File: src/rtl/aes_eim_pkg.sv
// rtl/aes_eim_pkg.sv - register offsets, STATUS bits and FSM encoding for the AES EIM window
package aes_eim_pkg;

  localparam logic [5:0] OFF_KEY       = 6'h00;
  localparam logic [5:0] OFF_TEXT_IN   = 6'h08;
  localparam logic [5:0] OFF_TEXT_OUT  = 6'h10;
  localparam logic [5:0] OFF_CTRL      = 6'h18;
  localparam logic [5:0] OFF_STATUS    = 6'h19;
  localparam logic [5:0] OFF_BLKCNT    = 6'h1A;
  localparam logic [5:0] OFF_AUTOSTART = 6'h0F;

  localparam int STATUS_BUSY_BIT  = 0;
  localparam int STATUS_VALID_BIT = 1;
  localparam int STATUS_ERR_BIT   = 2;

  localparam int CTRL_START_BIT = 0;
  localparam int CTRL_CLEAR_BIT = 1;

  typedef enum logic [1:0] {
    FSM_IDLE = 2'd0,
    FSM_LOAD = 2'd1,
    FSM_BUSY = 2'd2
  } fsm_state_t;

  // Word 0 is the most significant halfword of a 128-bit block.
  function automatic int word_lsb(input logic [2:0] n);
    return (7 - int'(n)) * 16;
  endfunction

endpackage

File: src/rtl/aes_eim_ctrl.sv
// rtl/aes_eim_ctrl.sv - cipher handshake FSM (IDLE/LOAD/BUSY) and completed-block counter
module aes_eim_ctrl
  import aes_eim_pkg::*;
(
  input  logic        clk,
  input  logic        rst,
  input  logic        start,
  input  logic        aes_done,
  output logic        aes_ld,
  output logic        busy,
  output logic        capture,
  output logic [15:0] blkcnt
);

  fsm_state_t state_q;
  fsm_state_t state_d;
  logic [15:0] blkcnt_q;

  always_ff @(posedge clk) begin
    if (rst) begin
      state_q <= FSM_IDLE;
    end else begin
      state_q <= state_d;
    end
  end

  always_comb begin
    state_d = state_q;
    case (state_q)
      FSM_IDLE: if (start) state_d = FSM_LOAD;
      FSM_LOAD: state_d = FSM_BUSY;
      FSM_BUSY: if (aes_done) state_d = FSM_IDLE;
      default:  state_d = FSM_IDLE;
    endcase
  end

  // aes_done only matters in BUSY; stray pulses elsewhere are ignored.
  always_comb begin
    aes_ld  = 1'b0;
    busy    = 1'b0;
    capture = 1'b0;
    case (state_q)
      FSM_LOAD: begin
        aes_ld = 1'b1;
        busy   = 1'b1;
      end
      FSM_BUSY: begin
        busy    = 1'b1;
        capture = aes_done;
      end
      default: ;
    endcase
  end

  always_ff @(posedge clk) begin
    if (rst) begin
      blkcnt_q <= 16'h0000;
    end else if (capture) begin
      blkcnt_q <= blkcnt_q + 16'd1;
    end
  end

  assign blkcnt = blkcnt_q;

endmodule

File: src/rtl/aes_eim_regs.sv
// rtl/aes_eim_regs.sv - EIM register window around an AES core; AES_EIM_AUTOSTART_EN starts on TEXT_IN word 7 writes
module aes_eim_regs
  import aes_eim_pkg::*;
#(
  parameter logic [15:0]  BASE_ADDR = 16'h0000,
  parameter logic [127:0] KEY_RST   = 128'h0
) (
  input  logic         clk,
  input  logic         rst,
  input  logic         wr,
  input  logic [15:0]  addr,
  input  logic [15:0]  eim_in,
  output logic [15:0]  eim_out,
  output logic         aes_ld,
  output logic [127:0] aes_key,
  output logic [127:0] aes_text_in,
  input  logic         aes_done,
  input  logic [127:0] aes_text_out
);

  logic         hit;
  logic [5:0]   off;
  logic [2:0]   widx;
  logic         busy;
  logic         capture;
  logic [15:0]  blkcnt;
  logic         key_wr;
  logic         text_wr;
  logic         ctrl_wr;
  logic         auto_wr;
  logic         clear;
  logic         start;
  logic         blocked_wr;
  logic [127:0] key_q;
  logic [127:0] text_in_q;
  logic [127:0] text_out_q;
  logic         err_q;
  logic         valid_q;
  logic [15:0]  status;
  logic [15:0]  rd_data;

  assign hit  = (addr[15:6] == BASE_ADDR[15:6]);
  assign off  = addr[5:0];
  assign widx = off[2:0];

  assign key_wr  = wr && hit && !busy && (off[5:3] == OFF_KEY[5:3]);
  assign text_wr = wr && hit && !busy && (off[5:3] == OFF_TEXT_IN[5:3]);
  assign ctrl_wr = wr && hit && (off == OFF_CTRL);
  assign clear   = ctrl_wr && eim_in[CTRL_CLEAR_BIT];

`ifdef AES_EIM_AUTOSTART_EN
  assign auto_wr = text_wr && (off == OFF_AUTOSTART);
`else
  assign auto_wr = 1'b0;
`endif

  assign start = !busy && ((ctrl_wr && eim_in[CTRL_START_BIT]) || auto_wr);

  // Key/plaintext writes and start requests while a block is in flight are dropped and flagged.
  assign blocked_wr = wr && hit && busy &&
                      ((off[5:4] == 2'b00) || (ctrl_wr && eim_in[CTRL_START_BIT]));

  aes_eim_ctrl u_ctrl (
    .clk      (clk),
    .rst      (rst),
    .start    (start),
    .aes_done (aes_done),
    .aes_ld   (aes_ld),
    .busy     (busy),
    .capture  (capture),
    .blkcnt   (blkcnt)
  );

  always_ff @(posedge clk) begin
    if (rst) begin
      key_q      <= KEY_RST;
      text_in_q  <= 128'h0;
      text_out_q <= 128'h0;
      err_q      <= 1'b0;
      valid_q    <= 1'b0;
      eim_out    <= 16'h0000;
    end else begin
      if (key_wr)  key_q[word_lsb(widx) +: 16]     <= eim_in;
      if (text_wr) text_in_q[word_lsb(widx) +: 16] <= eim_in;
      if (capture) text_out_q <= aes_text_out;
      if (blocked_wr)  err_q <= 1'b1;
      else if (clear)  err_q <= 1'b0;
      if (capture)              valid_q <= 1'b1;
      else if (start || clear)  valid_q <= 1'b0;
      eim_out <= rd_data;
    end
  end

  always_comb begin
    status                   = 16'h0000;
    status[STATUS_BUSY_BIT]  = busy;
    status[STATUS_VALID_BIT] = valid_q;
    status[STATUS_ERR_BIT]   = err_q;
  end

  always_comb begin
    rd_data = 16'h0000;
    if (hit) begin
      case (off[5:3])
        3'd0: rd_data = key_q[word_lsb(widx) +: 16];
        3'd1: rd_data = text_in_q[word_lsb(widx) +: 16];
        3'd2: rd_data = text_out_q[word_lsb(widx) +: 16];
        3'd3: begin
          if (off == OFF_STATUS)      rd_data = status;
          else if (off == OFF_BLKCNT) rd_data = blkcnt;
        end
        default: rd_data = 16'h0000;
      endcase
    end
  end

  assign aes_key     = key_q;
  assign aes_text_in = text_in_q;

endmodule

File: config.mk
export PLATFORM = sky130hd
export DESIGN_NAME = aes_eim_regs
export DESIGN_NICKNAME = d
export VERILOG_FILES = /design/src/rtl/aes_eim_pkg.sv /design/src/rtl/aes_eim_ctrl.sv /design/src/rtl/aes_eim_regs.sv
export SDC_FILE = /design/constraint.sdc
export NUM_CORES = 1
export LEC_CHECK = 0
export CAP_MARGIN = 20
export CORE_ASPECT_RATIO = 0.7
export CORE_UTILIZATION = 35
export CTS_BUF_LIST = sky130_fd_sc_hd__clkbuf_2 sky130_fd_sc_hd__clkbuf_4 sky130_fd_sc_hd__clkbuf_8
export CTS_CLUSTER_SIZE = 8
export DETAILED_ROUTE_END_ITERATION = 7
export PLACE_DENSITY_LB_ADDON = 0.2
export SYNTH_ARGS = -nofsm -noshare
export SYNTH_HDL_FRONTEND = slang
export SYNTH_HIERARCHICAL = 1
export SYNTH_SLANG_ARGS = --single-unit
File: constraint.sdc
create_clock -name clk -period 3.18 [get_ports clk]
set_input_delay 0.636 -clock clk [delete_from_list [all_inputs] [get_ports clk]]
set_output_delay 0.636 -clock clk [all_outputs]
set_load 0.005 [all_outputs]
* Word level (Yosys, flattened, before mapping)
Index checks and enable logic that the tools add are counted.
** Cells by class
- Reduce and logical (&&, ||, !) cells :: 22
- Add/sub/neg operators :: 3
- Multiplexer cells :: 15
- Shift-type cells :: 5
- Bitwise logic cells :: 1
- Equal/unequal tests :: 10
** Operators with widths (count)
- 128-bit by 8-bit variable part select with 16-bit output :: 3
- 128-bit bitwise mux :: 2
- 16-bit by 33-bit variable shift with 128-bit output (first input constant) :: 1
- 16-bit by 33-bit variable part select with 128-bit output :: 1
- 16-bit case mux with 4 select lines :: 1
- 8-bit negator with 33-bit output :: 1
- 16-bit two-way mux :: 2
- 6-bit by 5-bit == test with 1-bit output (second input constant) :: 3
- 16-bit by 1-bit adder with 16-bit output (second input constant) :: 1
- 1-bit logical AND :: 10
- 10-bit logical NOT :: 1
- 1-bit two-way mux :: 7
- 3-bit by 2-bit == test with 1-bit output (second input constant) :: 2
- 2-bit case mux with 3 select lines :: 1
- 2-bit logical NOT :: 2
- 2-bit two-way mux :: 2
- 2-bit != test (second input constant) :: 2
- 2-bit nonzero test :: 2
- 2-bit OR reduction :: 2
- 3-bit by 3-bit subtractor with 4-bit output (first input constant) :: 1
- 3-bit by 1-bit == test with 1-bit output (second input constant) :: 1
- 3-bit logical NOT :: 1
- 2-bit by 1-bit == test with 1-bit output (second input constant) :: 1
- 2-bit == test (second input constant) :: 1
- 4 further kinds :: 5
** Word-level totals
- Register bits :: 420
- Input port bits :: 164
- Word-level logic and storage cells :: 64

* Logic depth before layout (Yosys ltp)
- Depth in word-level cells :: 8
- Gate-level depth with buffers :: 12
- Mapped depth without buffers :: 9

* By module
The synthesis kept the hierarchy.
** By module, submodules not included
- aes_eim_regs :: cells each 2170, instances 1, area each 17601.9 um2
- aes_eim_ctrl :: cells each 94, instances 1, area each 864.6 um2

* Worst setup path after synthesis
No wires, ideal clock.
- Kind :: in2reg
- From :: input port addr[0]
- To :: register key_q[70], in the netlist aes_key[70]
- Arrival :: 2657 ps
- Path slack :: 391 ps
- Stages on the path :: 10
- Library setup time :: 132 ps
- Buffers on the path :: 4
- Cell sequence :: buf_2 clkinv_1 clkbuf_1 ha_1 or2_2 or2_2 clkbuf_1 clkbuf_1 nand2_1 a21oi_1
** Between the ends
- Longest elaborated chain between the ends :: 4
** RTL lines
- start: declaration :: RTL line aes_eim_regs.sv:11 : input logic [15:0] addr,
- 3-bit by 3-bit subtractor with 4-bit output (*) :: RTL line aes_eim_pkg.sv:27 : return (7 - int'(n)) * 16;
- 8-bit negator with 33-bit output (*) :: RTL line aes_eim_regs.sv:83 : if (key_wr) key_q[word_lsb(widx) +: 16] <= eim_in;
- 16-bit by 33-bit variable part select with 128-bit output or 16-bit by 33-bit variable shift with 128-bit output (tied branches) :: RTL line aes_eim_regs.sv:83
- 128-bit bitwise mux (*) :: RTL line aes_eim_regs.sv:83
- end signal: indexed assignment :: RTL line aes_eim_regs.sv:83
- end: declaration :: RTL line aes_eim_regs.sv:34 : logic [127:0] key_q;
Every way passes the cells marked *; elsewhere a longest branch is shown, timed or not.
A chain may end at the register's enable or synchronous reset.

* Worst setup path after layout
- From :: input port addr[4]
- To :: register eim_out[8]
** Between the ends
- Longest elaborated chain between the ends :: 4
** RTL lines
- 6-bit by 5-bit == test with 1-bit output :: RTL line aes_eim_regs.sv:110 : else if (off == OFF_BLKCNT) rd_data = blkcnt;
- 16-bit two-way mux :: RTL line aes_eim_regs.sv:110
- 16-bit two-way mux :: RTL line aes_eim_regs.sv:109 : if (off == OFF_STATUS) rd_data = status;
- 16-bit case mux with 4 select lines (*) :: RTL line aes_eim_regs.sv:104 : case (off[5:3])
- end signal: assignment :: RTL line aes_eim_regs.sv:90 : eim_out <= rd_data;
- end: declaration :: RTL line aes_eim_regs.sv:13 : output logic [15:0] eim_out,
Marks and branches as above.

==> summary.md <==
| Metric | Value |
|---|---|
| Average wire per standard cell | 27.6 µm |
| Synthesized cell area | 0.0185 mm² |
| Via Count | around 20000 |
| Critical path startpoint category | primary input |
| Status | finished, final reports clean |
| Sequential element share of the synthesized area | between 40 and 50% |
| Cell with the most instances after synthesis | nand2_1 |
| Worst vdd ir | around 0.00027 V |
| Die footprint | around 0.054 mm² |
| H-tree depth | 3 |
| Switch Pwr | 2.97 mW |
| Top sig layer | met5 |
| First-pass GRT wire length | 137000 µm |
| Post-synth top area cell | dfxtp_1 |
| Unrepaired setup endpoints after global routing | no |
| I/O pin cnt | 437 |
| Syn Nets | ~2400 |
| Synth top area cells | dfxtp_1 (46%), nand2_1 (10%), mux2i_1 (8.6%), a21oi_1 (8.1%), nor2_1 (3.8%) |
| Fmax | 0.371 GHz |
| Power share of the combinational group | ~10% |
| Post-Route WL | 97900 µm |
| Share of layout cells above drive strength 1 | a little over an eighth |
| Metal3 WL | 12700 µm |
| Setup_tns | 0 ns |
| Total setup buffers inserted after CTS | 0 |
| Clk pin slew, worst setup/hold paths | about 0.06 ns |
| Final Util | 50.9% |
| Iteration count of the initial detailed-routing pass | 6 |
| Minimum clock period | 2.70 ns |
| Die Span Y | just under 200 µm |
| Max-Cap Viols | 0 |
| Pin count of the biggest net entering global routing | 159 |
| Register area | 0.00841 mm² |
| Clock latency on the worst-skew pair | 0.65 ns |
| Final worst-path cycle share | 84.8% |
| Footprint of the multi-input gates | slightly above 0.009 mm² |
| Hpwl dp | about 74000 µm |
| Vias in the first global route | 18933 |
| Syn Inst Count | 2264 |
| Clk sinks | 420 |
| Yosys top cell area share | 45.5% |
| CP required | 3.76 ns |
| Antenna violations before repair | 8 |
| Crit end category | register |
| Internal power | 8.43 mW |
| CTS max path bufs | 3 |
| Post-synth top cells | nand2_1 (498), dfxtp_1 (420), a21oi_1 (299) |
| Total GRT Usage | 35.0% |
| Initial Util | a little over a third |
| Setup ws final | 0.483 ns |
| Async S/R FF share, synth | 0% |
| Worst slack, placed | -0.0734 ns |
| Row Count | 70 |
| Sequential Power Share | 46.2% |
| Leak | between 9 and 10 nW |
| I/O Buffers | 436 |
| Iteration-0 DRC Markers | 2519 |
| Wl on met1 | 41900 µm |
| Routed Antenna Nets | 0 |
| Post-DR vias/cell | between 5 and 6 |
| Clock buffers created by TritonCTS | 69 |
| CTS tree | built |
| Primary FF master, synth | dfxtp_1 |
| Yosys warns | 6 |
| Worst hold-check path type | primary input to register |
| # DRC | 0 |
| Final Hold Viols | 0 |
| Syn Area/Cell | 8.16 µm² |
| Slew margin rel. | 20.9% |
| Final-report setup violation count | 0 |
| Number of synthesized flops with an enable pin | 0 |
| Worst-Margin Slew | 1.19 ns |
| # fillers | between 4000 and 5000 |
| CTS Hold Bufs | 0 |
| Area delta synth->final | 43.8% |
| Chip Width | 277 µm |
| Final Slew Violations | 0 |
| Worst setup path class | primary input to register |
| Power per Cell Area | 429 mW/mm² |
| Placed Area | roughly 0.025 mm² |
| Final instance area | 0.0266 mm² |
| Synth Register Bits | between 400 and 500 |
| Met2 WL | 39700 µm |
| Clock Tree Root | clkbuf_8 |
| Switching share of power | 26.0% |
| Nets | 2981 |
| Post-route insts no fill | 3542 |
| CP Max Fanout | 7 |
| Hold WS | 0.244 ns |
| Post_cts resized | 0 |
| GP Congestion | 1.01 |
| Dpl cells | 3420 |
| GR Overflow Total | 0 |
| Power, Total | 11.4 mW |
| Final Skew | 0.0311 ns |
| Clock power frac | 43.8% |
| Synth cell types | 68 |
| Total core area | 0.0522 mm² |
| Worst endpoint data arrival time | 3.28 ns |
==> worst paths after layout <==
path	slack, ns	end	startpoint	cells past startpoint
setup / recovery	0.48	eim_out[8]	addr[4]	10
hold / removal	0.24	aes_key[41]	rst	2
setup reg to reg	0.66	aes_text_in[122]	u_ctrl/state_q[0]	9
hold reg to reg	0.47	err_q	err_q	2
==> critical path, cell delays in order <==
cell,delay (ns)
clkdlybuf4s50_1,0.41
buf_4,0.18
buf_4,0.16
nand2b_1,0.18
a21oi_2,0.39
a2bb2oi_1,0.46
o22ai_1,0.21
nor4_1,0.34
buf_4,0.16
a32o_1,0.14
==> power groups by stage <==
stage               sequential, mW  clock [mW]  combinational [mW]
global placement              5.38           0                1.09
finish                        5.26        4.99                1.14
CTS                           5.26        5.04                1.09
floorplan                     5.38           0               0.399
detailed placement            5.38           0                1.09
global route                  5.26        5.29                1.16
==> cell type report <==
cell class | count | share of cell area [%]
timing repair buffer | 664 | 24.9
antenna | 4 | 0.0377
multi-input combinational | 1634 | 34.7
clock buffer | 112 | 5.14
sequential | 420 | 31.7
inverter | 18 | 0.254
clock inverter | 6 | 0.160
tap | 684 | 3.22
==> flip-flops by register name, indices dropped and copies added, names as in the netlist <==
register and cells:
aes_key 128, aes_text_in 128, text_out_q 128, eim_out 16, u_ctrl/blkcnt 16, u_ctrl/state_q 2, err_q 1, valid_q 1
==> kinds of logic (layout without fill, tap and decap cells) <==
| family | Yosys count | after routing | share of synthesized area, % |
|---|---|---|---|
| AO/OA/AOI/OAI | 516 | 516 | 17.4 |
| XOR/XNOR | 13 | 13 | 0.617 |
| adder cells (fa/ha/maj) | 10 | 10 | 0.678 |
| buffers and inverters | 210 | 800 | 4.80 |
| flip-flops | 420 | 420 | 45.5 |
| multiplexers | 167 | 167 | 9.11 |
| other | 0 | 4 | 0 |
| AND/OR/NAND/NOR | 928 | 928 | 21.9 |
==> cells in the final DEF (no fill, tap or decap), types with 23 or more instances in the layout <==
cell,Yosys,routed
a21oi_1,299,298
a221oi_1,30,30
a22oi_1,36,36
and3_1,37,37
buf_12,0,42
buf_4,9,186
clkbuf_4,0,28
clkbuf_8,0,84
clkdlybuf4s50_1,0,434
dfxtp_1,420,420
mux2i_1,158,158
nand2_1,498,498
nand3_1,116,116
nor2_1,187,186
o22ai_1,23,23
==> metal layers <==
metal,up-vias,global-route usage [%]
li1,9026,-
met1,9884,49.1
met2,1350,48.9
met3,167,11.9
met4,2,13.2
met5,-,0
(Power assumes the default switching activity.)
